--- config.mk ---
export PLATFORM = sky130hd
export DESIGN_NAME = dmem_arbiter_flat
export DESIGN_NICKNAME = d
export VERILOG_FILES = /design/src/rtl/dmem_arbiter_if.sv /design/src/rtl/dmem_arbiter.sv /design/src/flat_wrapper.sv
export SDC_FILE = /design/constraint.sdc
export NUM_CORES = 1
export LEC_CHECK = 0
export CORE_AREA = 8 8 102 104
export CTS_BUF_LIST = sky130_fd_sc_hd__clkbuf_4 sky130_fd_sc_hd__clkbuf_8 sky130_fd_sc_hd__clkbuf_16
export DETAILED_ROUTE_END_ITERATION = 7
export DIE_AREA = 0 0 110 112
export PLACE_DENSITY = 0.74
export SYNTH_ARGS = -nofsm -noshare
export SYNTH_HDL_FRONTEND = slang
export SYNTH_SLANG_ARGS = --single-unit
--- constraint.sdc ---
create_clock -name clk_i -period 2 [get_ports clk_i]
set_input_delay 0.3 -clock clk_i [delete_from_list [all_inputs] [get_ports clk_i]]
set_output_delay 0.3 -clock clk_i [all_outputs]
set_load 0.02 [all_outputs]
--- src/rtl/dmem_arbiter_if.sv ---
// dmem_arbiter_if: CPU, DMA and data-memory signal bundle around the arbiter
interface dmem_arbiter_if #(parameter int ADDR_W = 10);
  logic              cpu_req_i;
  logic              cpu_we_i;
  logic [31:0]       cpu_addr_i;
  logic [31:0]       cpu_wdata_i;
  logic              cpu_stall_o;
  logic              cpu_rvalid_o;
  logic [31:0]       cpu_rdata_o;
  logic              dma_req_i;
  logic              dma_we_i;
  logic [31:0]       dma_addr_i;
  logic [31:0]       dma_wdata_i;
  logic              dma_gnt_o;
  logic              dma_rvalid_o;
  logic [31:0]       dma_rdata_o;
  logic              mem_en_o;
  logic              mem_we_o;
  logic [ADDR_W-1:0] mem_addr_o;
  logic [31:0]       mem_wdata_o;
  logic [31:0]       mem_rdata_i;
  modport slave (
    input  cpu_req_i, cpu_we_i, cpu_addr_i, cpu_wdata_i,
    output cpu_stall_o, cpu_rvalid_o, cpu_rdata_o,
    input  dma_req_i, dma_we_i, dma_addr_i, dma_wdata_i,
    output dma_gnt_o, dma_rvalid_o, dma_rdata_o,
    output mem_en_o, mem_we_o, mem_addr_o, mem_wdata_o,
    input  mem_rdata_i
  );
  modport master (
    output cpu_req_i, cpu_we_i, cpu_addr_i, cpu_wdata_i,
    input  cpu_stall_o, cpu_rvalid_o, cpu_rdata_o,
    output dma_req_i, dma_we_i, dma_addr_i, dma_wdata_i,
    input  dma_gnt_o, dma_rvalid_o, dma_rdata_o,
    input  mem_en_o, mem_we_o, mem_addr_o, mem_wdata_o,
    output mem_rdata_i
  );
endinterface

--- src/rtl/dmem_arbiter.sv ---
// dmem_arbiter: CPU/DMA arbiter for a single-port synchronous-read data memory
module dmem_arbiter #(
  parameter int ADDR_W       = 10,
  parameter int STARVE_LIMIT = 4
) (
  input logic          clk_i,
  input logic          rst_i,
  dmem_arbiter_if.slave bus
);
  typedef enum logic [1:0] {IDLE, CPU_RD, DMA_RD} state_e;
  localparam logic [3:0] LIM = 4'(STARVE_LIMIT);
  state_e     state_q, state_d;
  logic [3:0] cnt_q, cnt_d;
  logic       idle, dma_win, cpu_win, cpu_rd, dma_rd;
  logic       unused_addr;
  // Issue is gated by reset so every memory/grant output sits at zero while rst_i is low
  assign idle    = rst_i && state_q == IDLE;
  assign dma_win = idle && bus.dma_req_i && (cnt_q == LIM || !bus.cpu_req_i);
  assign cpu_win = idle && bus.cpu_req_i && !dma_win;
  assign cpu_rd  = state_q == CPU_RD;
  assign dma_rd  = state_q == DMA_RD;
  always_comb begin
    state_d = dma_win ? (bus.dma_we_i ? IDLE : DMA_RD)
            : cpu_win ? (bus.cpu_we_i ? IDLE : CPU_RD)
            : IDLE;
    cnt_d   = (dma_win || !bus.dma_req_i) ? 4'd0
            : (cpu_win && cnt_q != LIM) ? cnt_q + 4'd1
            : cnt_q;
  end
  always_ff @(posedge clk_i or negedge rst_i) begin
    if (!rst_i) begin
      state_q <= IDLE;
      cnt_q   <= 4'd0;
    end else begin
      state_q <= state_d;
      cnt_q   <= cnt_d;
    end
  end
  assign bus.mem_en_o     = dma_win || cpu_win;
  assign bus.mem_we_o     = dma_win ? bus.dma_we_i : (cpu_win && bus.cpu_we_i);
  assign bus.mem_addr_o   = dma_win ? bus.dma_addr_i[ADDR_W+1:2]
                          : cpu_win ? bus.cpu_addr_i[ADDR_W+1:2]
                          : '0;
  assign bus.mem_wdata_o  = dma_win ? bus.dma_wdata_i : cpu_win ? bus.cpu_wdata_i : 32'd0;
  assign bus.dma_gnt_o    = dma_win;
  assign bus.cpu_stall_o  = bus.cpu_req_i && !((cpu_win && bus.cpu_we_i) || cpu_rd);
  assign bus.cpu_rvalid_o = cpu_rd;
  assign bus.dma_rvalid_o = dma_rd;
  assign bus.cpu_rdata_o  = cpu_rd ? bus.mem_rdata_i : 32'd0;
  assign bus.dma_rdata_o  = dma_rd ? bus.mem_rdata_i : 32'd0;
  assign unused_addr = ^{bus.cpu_addr_i[1:0], bus.cpu_addr_i[31:ADDR_W+2],
                         bus.dma_addr_i[1:0], bus.dma_addr_i[31:ADDR_W+2]};
endmodule

--- src/flat_wrapper.sv ---
// flat-port wrapper written by rule: the top's interface ports become plain ports
module dmem_arbiter_flat 
#(
  parameter int ADDR_W       = 10,
  parameter int STARVE_LIMIT = 4
)
  (clk_i, rst_i, bus_cpu_req_i, bus_cpu_we_i, bus_cpu_addr_i, bus_cpu_wdata_i, bus_cpu_stall_o, bus_cpu_rvalid_o, bus_cpu_rdata_o, bus_dma_req_i, bus_dma_we_i, bus_dma_addr_i, bus_dma_wdata_i, bus_dma_gnt_o, bus_dma_rvalid_o, bus_dma_rdata_o, bus_mem_en_o, bus_mem_we_o, bus_mem_addr_o, bus_mem_wdata_o, bus_mem_rdata_i);
  dmem_arbiter_if #(.ADDR_W(ADDR_W)) bus_i ();
  input logic clk_i;
  input logic rst_i;
  input wire logic [$bits(bus_i.cpu_req_i)-1:0] bus_cpu_req_i;
  input wire logic [$bits(bus_i.cpu_we_i)-1:0] bus_cpu_we_i;
  input wire logic [$bits(bus_i.cpu_addr_i)-1:0] bus_cpu_addr_i;
  input wire logic [$bits(bus_i.cpu_wdata_i)-1:0] bus_cpu_wdata_i;
  output wire logic [$bits(bus_i.cpu_stall_o)-1:0] bus_cpu_stall_o;
  output wire logic [$bits(bus_i.cpu_rvalid_o)-1:0] bus_cpu_rvalid_o;
  output wire logic [$bits(bus_i.cpu_rdata_o)-1:0] bus_cpu_rdata_o;
  input wire logic [$bits(bus_i.dma_req_i)-1:0] bus_dma_req_i;
  input wire logic [$bits(bus_i.dma_we_i)-1:0] bus_dma_we_i;
  input wire logic [$bits(bus_i.dma_addr_i)-1:0] bus_dma_addr_i;
  input wire logic [$bits(bus_i.dma_wdata_i)-1:0] bus_dma_wdata_i;
  output wire logic [$bits(bus_i.dma_gnt_o)-1:0] bus_dma_gnt_o;
  output wire logic [$bits(bus_i.dma_rvalid_o)-1:0] bus_dma_rvalid_o;
  output wire logic [$bits(bus_i.dma_rdata_o)-1:0] bus_dma_rdata_o;
  output wire logic [$bits(bus_i.mem_en_o)-1:0] bus_mem_en_o;
  output wire logic [$bits(bus_i.mem_we_o)-1:0] bus_mem_we_o;
  output wire logic [$bits(bus_i.mem_addr_o)-1:0] bus_mem_addr_o;
  output wire logic [$bits(bus_i.mem_wdata_o)-1:0] bus_mem_wdata_o;
  input wire logic [$bits(bus_i.mem_rdata_i)-1:0] bus_mem_rdata_i;
  assign bus_i.cpu_req_i = bus_cpu_req_i;
  assign bus_i.cpu_we_i = bus_cpu_we_i;
  assign bus_i.cpu_addr_i = bus_cpu_addr_i;
  assign bus_i.cpu_wdata_i = bus_cpu_wdata_i;
  assign bus_cpu_stall_o = bus_i.cpu_stall_o;
  assign bus_cpu_rvalid_o = bus_i.cpu_rvalid_o;
  assign bus_cpu_rdata_o = bus_i.cpu_rdata_o;
  assign bus_i.dma_req_i = bus_dma_req_i;
  assign bus_i.dma_we_i = bus_dma_we_i;
  assign bus_i.dma_addr_i = bus_dma_addr_i;
  assign bus_i.dma_wdata_i = bus_dma_wdata_i;
  assign bus_dma_gnt_o = bus_i.dma_gnt_o;
  assign bus_dma_rvalid_o = bus_i.dma_rvalid_o;
  assign bus_dma_rdata_o = bus_i.dma_rdata_o;
  assign bus_mem_en_o = bus_i.mem_en_o;
  assign bus_mem_we_o = bus_i.mem_we_o;
  assign bus_mem_addr_o = bus_i.mem_addr_o;
  assign bus_mem_wdata_o = bus_i.mem_wdata_o;
  assign bus_i.mem_rdata_i = bus_mem_rdata_i;
  dmem_arbiter #(.ADDR_W(ADDR_W), .STARVE_LIMIT(STARVE_LIMIT)) u_core (.clk_i(clk_i), .rst_i(rst_i), .bus(bus_i));
endmodule
* Yosys cells after proc, flatten, opt, wreduce, memory -nomap -nowiden
Index checks and enable logic that the tools add are counted.
Operators by class: $add $sub $neg 1, eq/ne operators 4, multiplexer cells 13, reduce and logical (&&, ||, !) cells 18
Operators by type and width (number):
- 32-bit two-way mux | 4
- 10-bit two-way mux | 2
- 1-bit logical AND | 8
- 4-bit two-way mux | 2
- 2-bit two-way mux | 3
- 4-bit by 1-bit adder with 4-bit output (second input constant) | 1
- 4-bit by 3-bit == test with 1-bit output (second input constant) | 1
- 1-bit zero test | 4
- 1-bit logical OR | 4
- 4-bit by 3-bit inequality test with 1-bit output (second input constant) | 1
- 2-bit by 1-bit == test with 1-bit output (second input constant) | 1
- 2-bit == test (second input constant) | 1
- 2-bit zero test | 1
- 1-bit two-way mux | 2
- 2-bit nonzero test | 1
Storage, ports and cells: register bits after elaboration 6, bits of input ports 166, output and inout bits 112, word-level logic and storage cells 38

* Logic depth before layout (Yosys ltp)
depth in word-level cells 10, depth in mapped cells 7, mapped depth without buffers 5

* Least setup slack after synthesis
No wires, ideal clock.
path type reg-to-output, start register u_core.cnt_q[0], end output port bus_mem_addr_o[3], arrival time 1.722 ns, data required time 1.700 ns, slack -0.022 ns, cell stages (with the launch flop) 8, buffers on the path 2, cell sequence dfrtp_1 -> inv_1 -> ha_1 -> nand3b_4 -> a21oi_2 -> buf_6 -> buf_6 -> mux2i_1
On the way: cells in the longest elaborated chain, start to end 7
Ends and longest elaborated chain:
- start: declaration | line dmem_arbiter.sv:13 | logic [3:0] cnt_q, cnt_d;
- start signal: assignment | line dmem_arbiter.sv:36 | cnt_q <= cnt_d;
- 4-bit by 3-bit == test with 1-bit output (*) | line dmem_arbiter.sv:18 | assign dma_win = idle && bus.dma_req_i && (cnt_q == LIM || !bus.cpu_req_i);
- 1-bit logical OR (*) | line dmem_arbiter.sv:18
- 1-bit logical AND (*) | line dmem_arbiter.sv:18
- net bus_dma_gnt_o | line flat_wrapper.sv:22 | output wire logic [$bits(bus_i.dma_gnt_o)-1:0] bus_dma_gnt_o;
- 1-bit zero test | line dmem_arbiter.sv:19 | assign cpu_win = idle && bus.cpu_req_i && !dma_win;
- 1-bit logical AND | line dmem_arbiter.sv:19
- 10-bit two-way mux | line dmem_arbiter.sv:42 | : cpu_win ? bus.cpu_addr_i[ADDR_W+1:2]
- 10-bit two-way mux (*) | line dmem_arbiter.sv:41 | assign bus.mem_addr_o = dma_win ? bus.dma_addr_i[ADDR_W+1:2]
- end: declaration | line flat_wrapper.sv:27 | output wire logic [$bits(bus_i.mem_addr_o)-1:0] bus_mem_addr_o;
Mark *: on every way through the listed nets, which the timed path passes. The rest lies on a longest branch.

* Worst setup path in the final report
start register u_core.cnt_q[0], end output port bus_mem_wdata_o[1]
On the way: cells in the longest elaborated chain, start to end 7
Ends and longest elaborated chain:
- 4-bit by 3-bit == test with 1-bit output (*) | line dmem_arbiter.sv:18
- 1-bit logical OR (*) | line dmem_arbiter.sv:18
- 1-bit logical AND (*) | line dmem_arbiter.sv:18
- 1-bit zero test | line dmem_arbiter.sv:19
- 1-bit logical AND | line dmem_arbiter.sv:19
- 32-bit two-way mux | line dmem_arbiter.sv:44 | assign bus.mem_wdata_o = dma_win ? bus.dma_wdata_i : cpu_win ? bus.cpu_wdata_i : 32'd0;
- 32-bit two-way mux (*) | line dmem_arbiter.sv:44
- end: declaration | line flat_wrapper.sv:28 | output wire logic [$bits(bus_i.mem_wdata_o)-1:0] bus_mem_wdata_o;
Every way passes the cells marked *; elsewhere a longest branch is shown, timed or not.

==> metrics.json <==
{
  "synth_seq_cells": {"value": 6},
  "detail_route.drc_violations": {"value": 0},
  "detail-route-antenna-nets": {"value": 0},
  "dp.final_hpwl": {"value": 7870, "unit": "um"},
  "num_antenna_cells": {"value": 0},
  "final_design_utilization": {"value": 48.6, "unit": "%"},
  "yosysWarnings": {"value": 0},
  "crit_path_max_fanout": {"value": 9},
  "grt_antenna_before_repair": {"value": 0},
  "worst-r2r-cell-count": {"value": 7},
  "final_routed_wirelength": {"value": 9660, "unit": "um"},
  "max-slew-margin-rel": {"value": 82.2, "unit": "%"},
  "yosysUniqueCellTypes": {"value": 27},
  "grt_setup_unrepaired": {"value": "yes"},
  "timing_worst_slew_pin_value": {"value": 0.267, "unit": "ns"},
  "finalCritPeriodShare": {"value": 108, "unit": "%"},
  "syn-mean-instance-area": {"value": 6.59, "unit": "um2"},
  "yosys.area_share.xor_xnor": {"value": 0, "unit": "%"},
  "final_cells": {"value": 617},
  "synth_top_family_by_area": {"value": "simple AND/OR/NAND/NOR gates"},
  "worst_path_largest_cell_delay": {"value": 0.38, "unit": "ns"},
  "cp_data_arrival_time": {"value": 1.87, "unit": "ns"},
  "dp_cells": {"value": 601},
  "vdd.ir_drop.worst": {"value": 0.139, "unit": "mV"},
  "cts_hold_repair.buffers": {"value": 0},
  "synth_top_cells_by_area": {"value": "sky130_fd_sc_hd__mux2i_1 26%, sky130_fd_sc_hd__and2_1 24%, sky130_fd_sc_hd__nand2_1 11%"},
  "post_layout_net_count": {"value": 676},
  "placementRows": {"value": 35},
  "synthesis.instances": {"value": 254},
  "launch_instance_of_the_worst_register_to_register_path": {"value": "u_core.cnt_q[0]$_DFFE_PN0P_"},
  "status": {"value": "finished with violations"},
  "area_share_of_fa_ha_maj_cells_after_synthesis": {"value": 1.50, "unit": "%"},
  "p_per_area": {"value": 250, "unit": "nW/um2"},
  "synth-compound-area-share": {"value": 2.69, "unit": "%"},
  "grtUsageMet2": {"value": 26.8, "unit": "%"},
  "gr-max-usage-layer": {"value": "met2"},
  "initial_core_util": {"value": 18.8, "unit": "%"},
  "via_count_of_the_first_global_routing_pass": {"value": 2836},
  "setup_violations": {"value": 44},
  "n_fill_cell": {"value": 861},
  "final_layout_size_suffix_gt1_share": {"value": 32.8, "unit": "%"},
  "timing.final.max_slew_violations": {"value": 0},
  "setup.reg_to_reg.worst_slack": {"value": 0.52, "unit": "ns"},
  "timing.fmax": {"value": 0.461, "unit": "GHz"},
  "cts_root_buffer": {"value": "sky130_fd_sc_hd__clkbuf_8"},
  "crit_slowest_cell": {"value": "sky130_fd_sc_hd__dfrtp_1"},
  "timing.max_cap.violations": {"value": 0},
  "port-buffer-count": {"value": 233},
  "whs": {"value": 0.225, "unit": "ns"},
  "clkLatencyLatePin": {"value": 0.22, "unit": "ns"},
  "startpoint_type": {"value": "register"},
  "dr.first_iter.drc_count": {"value": 72},
  "violations": {"value": "setup timing"},
  "yosys-mux-area-fraction": {"value": 25.7, "unit": "%"},
  "fin_skew": {"value": 0.00478, "unit": "ns"},
  "grt_pass1_wl": {"value": 14100, "unit": "um"},
  "worstReg2RegEnd": {"value": "u_core.state_q[1]$_DFF_PN0_"},
  "post-synth-top-area-cell": {"value": "sky130_fd_sc_hd__mux2i_1"},
  "cts.htree.levels": {"value": 1},
  "clock_sink_count": {"value": 6},
  "syn_to_final_growth": {"value": 158, "unit": "%"},
  "grt_start_max_net_pins": {"value": 34},
  "cts-buffers-inserted": {"value": 3},
  "routed-via-count": {"value": 2613},
  "grt-ovfl-total": {"value": 0},
  "total_leakage_power": {"value": 0.00206, "unit": "uW"},
  "drt-vias-per-instance": {"value": 4.24},
  "path_buf_inv": {"value": 4},
  "grt_util_met1": {"value": 12.3, "unit": "%"},
  "post-route-cell-area": {"value": 4320, "unit": "um2"},
  "multi_input_area": {"value": 1330, "unit": "um2"},
  "syn-num-nets": {"value": 422},
  "drt_pre_antenna_iters": {"value": 3},
  "core": {"value": 8890, "unit": "um2"},
  "design.die.area": {"value": 12300, "unit": "um2"},
  "place_area": {"value": 4270, "unit": "um2"},
  "synth-seq-area-share": {"value": 8.98, "unit": "%"},
  "timing.critical_path.cells": {"value": "inv_2 -> ha_4 -> nand3b_4 -> a21oi_4 -> buf_6 -> clkbuf_16 -> mux2i_1 -> buf_4"},
  "die_height": {"value": 112, "unit": "um"},
  "post_drt_wl_per_cell": {"value": 15.7, "unit": "um"},
  "worst_slack": {"value": -0.169, "unit": "ns"},
  "path_clk_slew": {"value": 0.04, "unit": "ns"},
  "timing.critical_path.max_delay_family": {"value": "buffers and inverters"},
  "global_route.usage.total": {"value": 14.2, "unit": "%"},
  "clock_tree.buffer_depth": {"value": 2},
  "worstSetupEndpointType": {"value": "output port"},
  "sequential_cell_area": {"value": 150, "unit": "um2"},
  "cts_tree": {"value": "yes"},
  "dieWidth": {"value": 110, "unit": "um"},
  "yosys.area_share.simple": {"value": 43.9, "unit": "%"},
  "fin_crit": {"value": 2.17, "unit": "ns"},
  "worst-endpoint-required": {"value": 1.70, "unit": "ns"},
  "post-layout-total-power": {"value": 1080, "unit": "uW"},
  "place_congestion": {"value": 0.795},
  "finalHoldViolations": {"value": 0},
  "top_level_ports": {"value": 278},
  "grtUsageMet3": {"value": 8.09, "unit": "%"},
  "critPathKind": {"value": "register to output port"},
  "timing.hold.worst.class": {"value": "input port to async pin"},
  "synth.cell_area": {"value": 1670, "unit": "um2"},
  "post-synth-top-area-fraction": {"value": 25.7, "unit": "%"}
}
-- what timing repair did --
| item | CTS | global route |
|---|---|---|
| pin swaps | 4 | 3 |
| gates cloned | 4 | 3 |
| buffers inserted | 7 | 2 |
| setup endpoints to repair | 112 | 109 |
| gates resized for setup | 355 | 98 |
-- how the worst max path moves through the flow --
| stage | start | to | depth (start not counted) |
|---|---|---|---|
| 3_3_place_gp | bus_dma_req_i | bus_mem_wdata_o[20] | 6 |
| 5_1_grt | u_core.cnt_q[0]$_DFFE_PN0P_ | bus_mem_wdata_o[20] | 8 |
| 6_report | u_core.cnt_q[0]$_DFFE_PN0P_ | bus_mem_wdata_o[1] | 8 |
| 4_1_cts | u_core.cnt_q[0]$_DFFE_PN0P_ | bus_mem_addr_o[2] | 7 |
| 3_5_place_dp | bus_dma_req_i | bus_mem_addr_o[1] | 6 |
| 2_1_floorplan | u_core.cnt_q[0]$_DFFE_PN0P_ | bus_mem_addr_o[3] | 7 |
-- placed cells by master, fill, tap and decap left out --
master,instances
sky130_fd_sc_hd__o21a_1,1
sky130_fd_sc_hd__mux2i_2,7
sky130_fd_sc_hd__clkbuf_8,3
sky130_fd_sc_hd__a31oi_1,1
sky130_fd_sc_hd__nand4_1,3
sky130_fd_sc_hd__buf_6,9
sky130_fd_sc_hd__nand3b_4,1
sky130_fd_sc_hd__ha_4,1
sky130_fd_sc_hd__nand2_2,3
sky130_fd_sc_hd__a21oi_1,2
sky130_fd_sc_hd__nor3_1,1
sky130_fd_sc_hd__buf_4,60
sky130_fd_sc_hd__ha_1,1
sky130_fd_sc_hd__a21oi_4,1
sky130_fd_sc_hd__or3b_2,1
sky130_fd_sc_hd__clkdlybuf4s15_2,28
sky130_fd_sc_hd__dlygate4sd2_1,5
sky130_fd_sc_hd__inv_1,44
sky130_fd_sc_hd__a22oi_1,1
sky130_fd_sc_hd__dfrtp_1,6
sky130_fd_sc_hd__nand4bb_4,1
sky130_fd_sc_hd__nand2_1,46
sky130_fd_sc_hd__inv_2,2
sky130_fd_sc_hd__and2_1,65
sky130_fd_sc_hd__clkbuf_16,3
sky130_fd_sc_hd__clkdlybuf4s50_1,118
sky130_fd_sc_hd__nand3_1,3
sky130_fd_sc_hd__buf_12,3
sky130_fd_sc_hd__nand2b_1,1
sky130_fd_sc_hd__mux2i_1,36
sky130_fd_sc_hd__clkbuf_2,37
sky130_fd_sc_hd__nor4bb_4,1
sky130_fd_sc_hd__nor2b_1,3
sky130_fd_sc_hd__buf_16,3
sky130_fd_sc_hd__o21ai_0,1
sky130_fd_sc_hd__nor3b_1,1
sky130_fd_sc_hd__nor2b_2,2
sky130_fd_sc_hd__and4b_1,1
-- kinds of logic (layout without fill, tap and decap cells) --
logic type      count (synthesis)  in the layout
compound gates                  7              7
flops                           6              6
buf+inv                        63            315
fa+ha+maj                       2              2
simple gates                  133            133
mux                            43             43
-- cells in the mapped netlist (all sizes together) --
library cell,number
mux2i,43
nor3,1
buf,11
inv,46
o21a,1
nor4bb,1
and4b,1
ha,2
nor3b,1
nand3b,1
nand3,3
a21oi,3
nand4,3
nor2b,5
and2,65
a22oi,1
or3b,1
clkbuf,6
nand4bb,1
dfrtp,6
nand2b,1
o21ai,1
a31oi,1
nand2,49
-- stage by stage --
stage | setup slack, ns | TNS, ns
after floorplan | -0.0221 | -0.400
after global routing | -0.245 | -8.24
after CTS | -0.154 | -5.24
after detailed placement | -0.740 | -35.99
after global placement | -0.704 | -33.98
final | -0.169 | -4.27
-- where the power goes --
part           internal (uW)  total (uW)  switching [uW]  leakage, uW
Combinational            446         769             323      0.00195
Sequential               125         128            2.39    0.0000826
Clock                    129         182            53.0    0.0000216
-- cell type report --
cell class / count / share of cell area [%]
multi-input cells: 185 / 30.7
flip-flops and latches: 6 / 3.47
well taps: 111 / 3.21
clock buffers: 3 / 0.955
inverters: 46 / 3.99
repair buffers: 266 / 57.7
-- flip-flops by register name (all words and copies together), names as in the netlist --
register / count
u_core.cnt_q: 4
u_core.state_q: 2
-- per-layer routing --
metal	routed length, um	vias to the layer above	share of wire, %
li1	-	1283	-
met3	1690	12	17
met2	4790	171	50
met5	0	-	0
met4	163	0	1.7
met1	3020	1147	31
No activity file was read; power rests on OpenSTA's default activity.
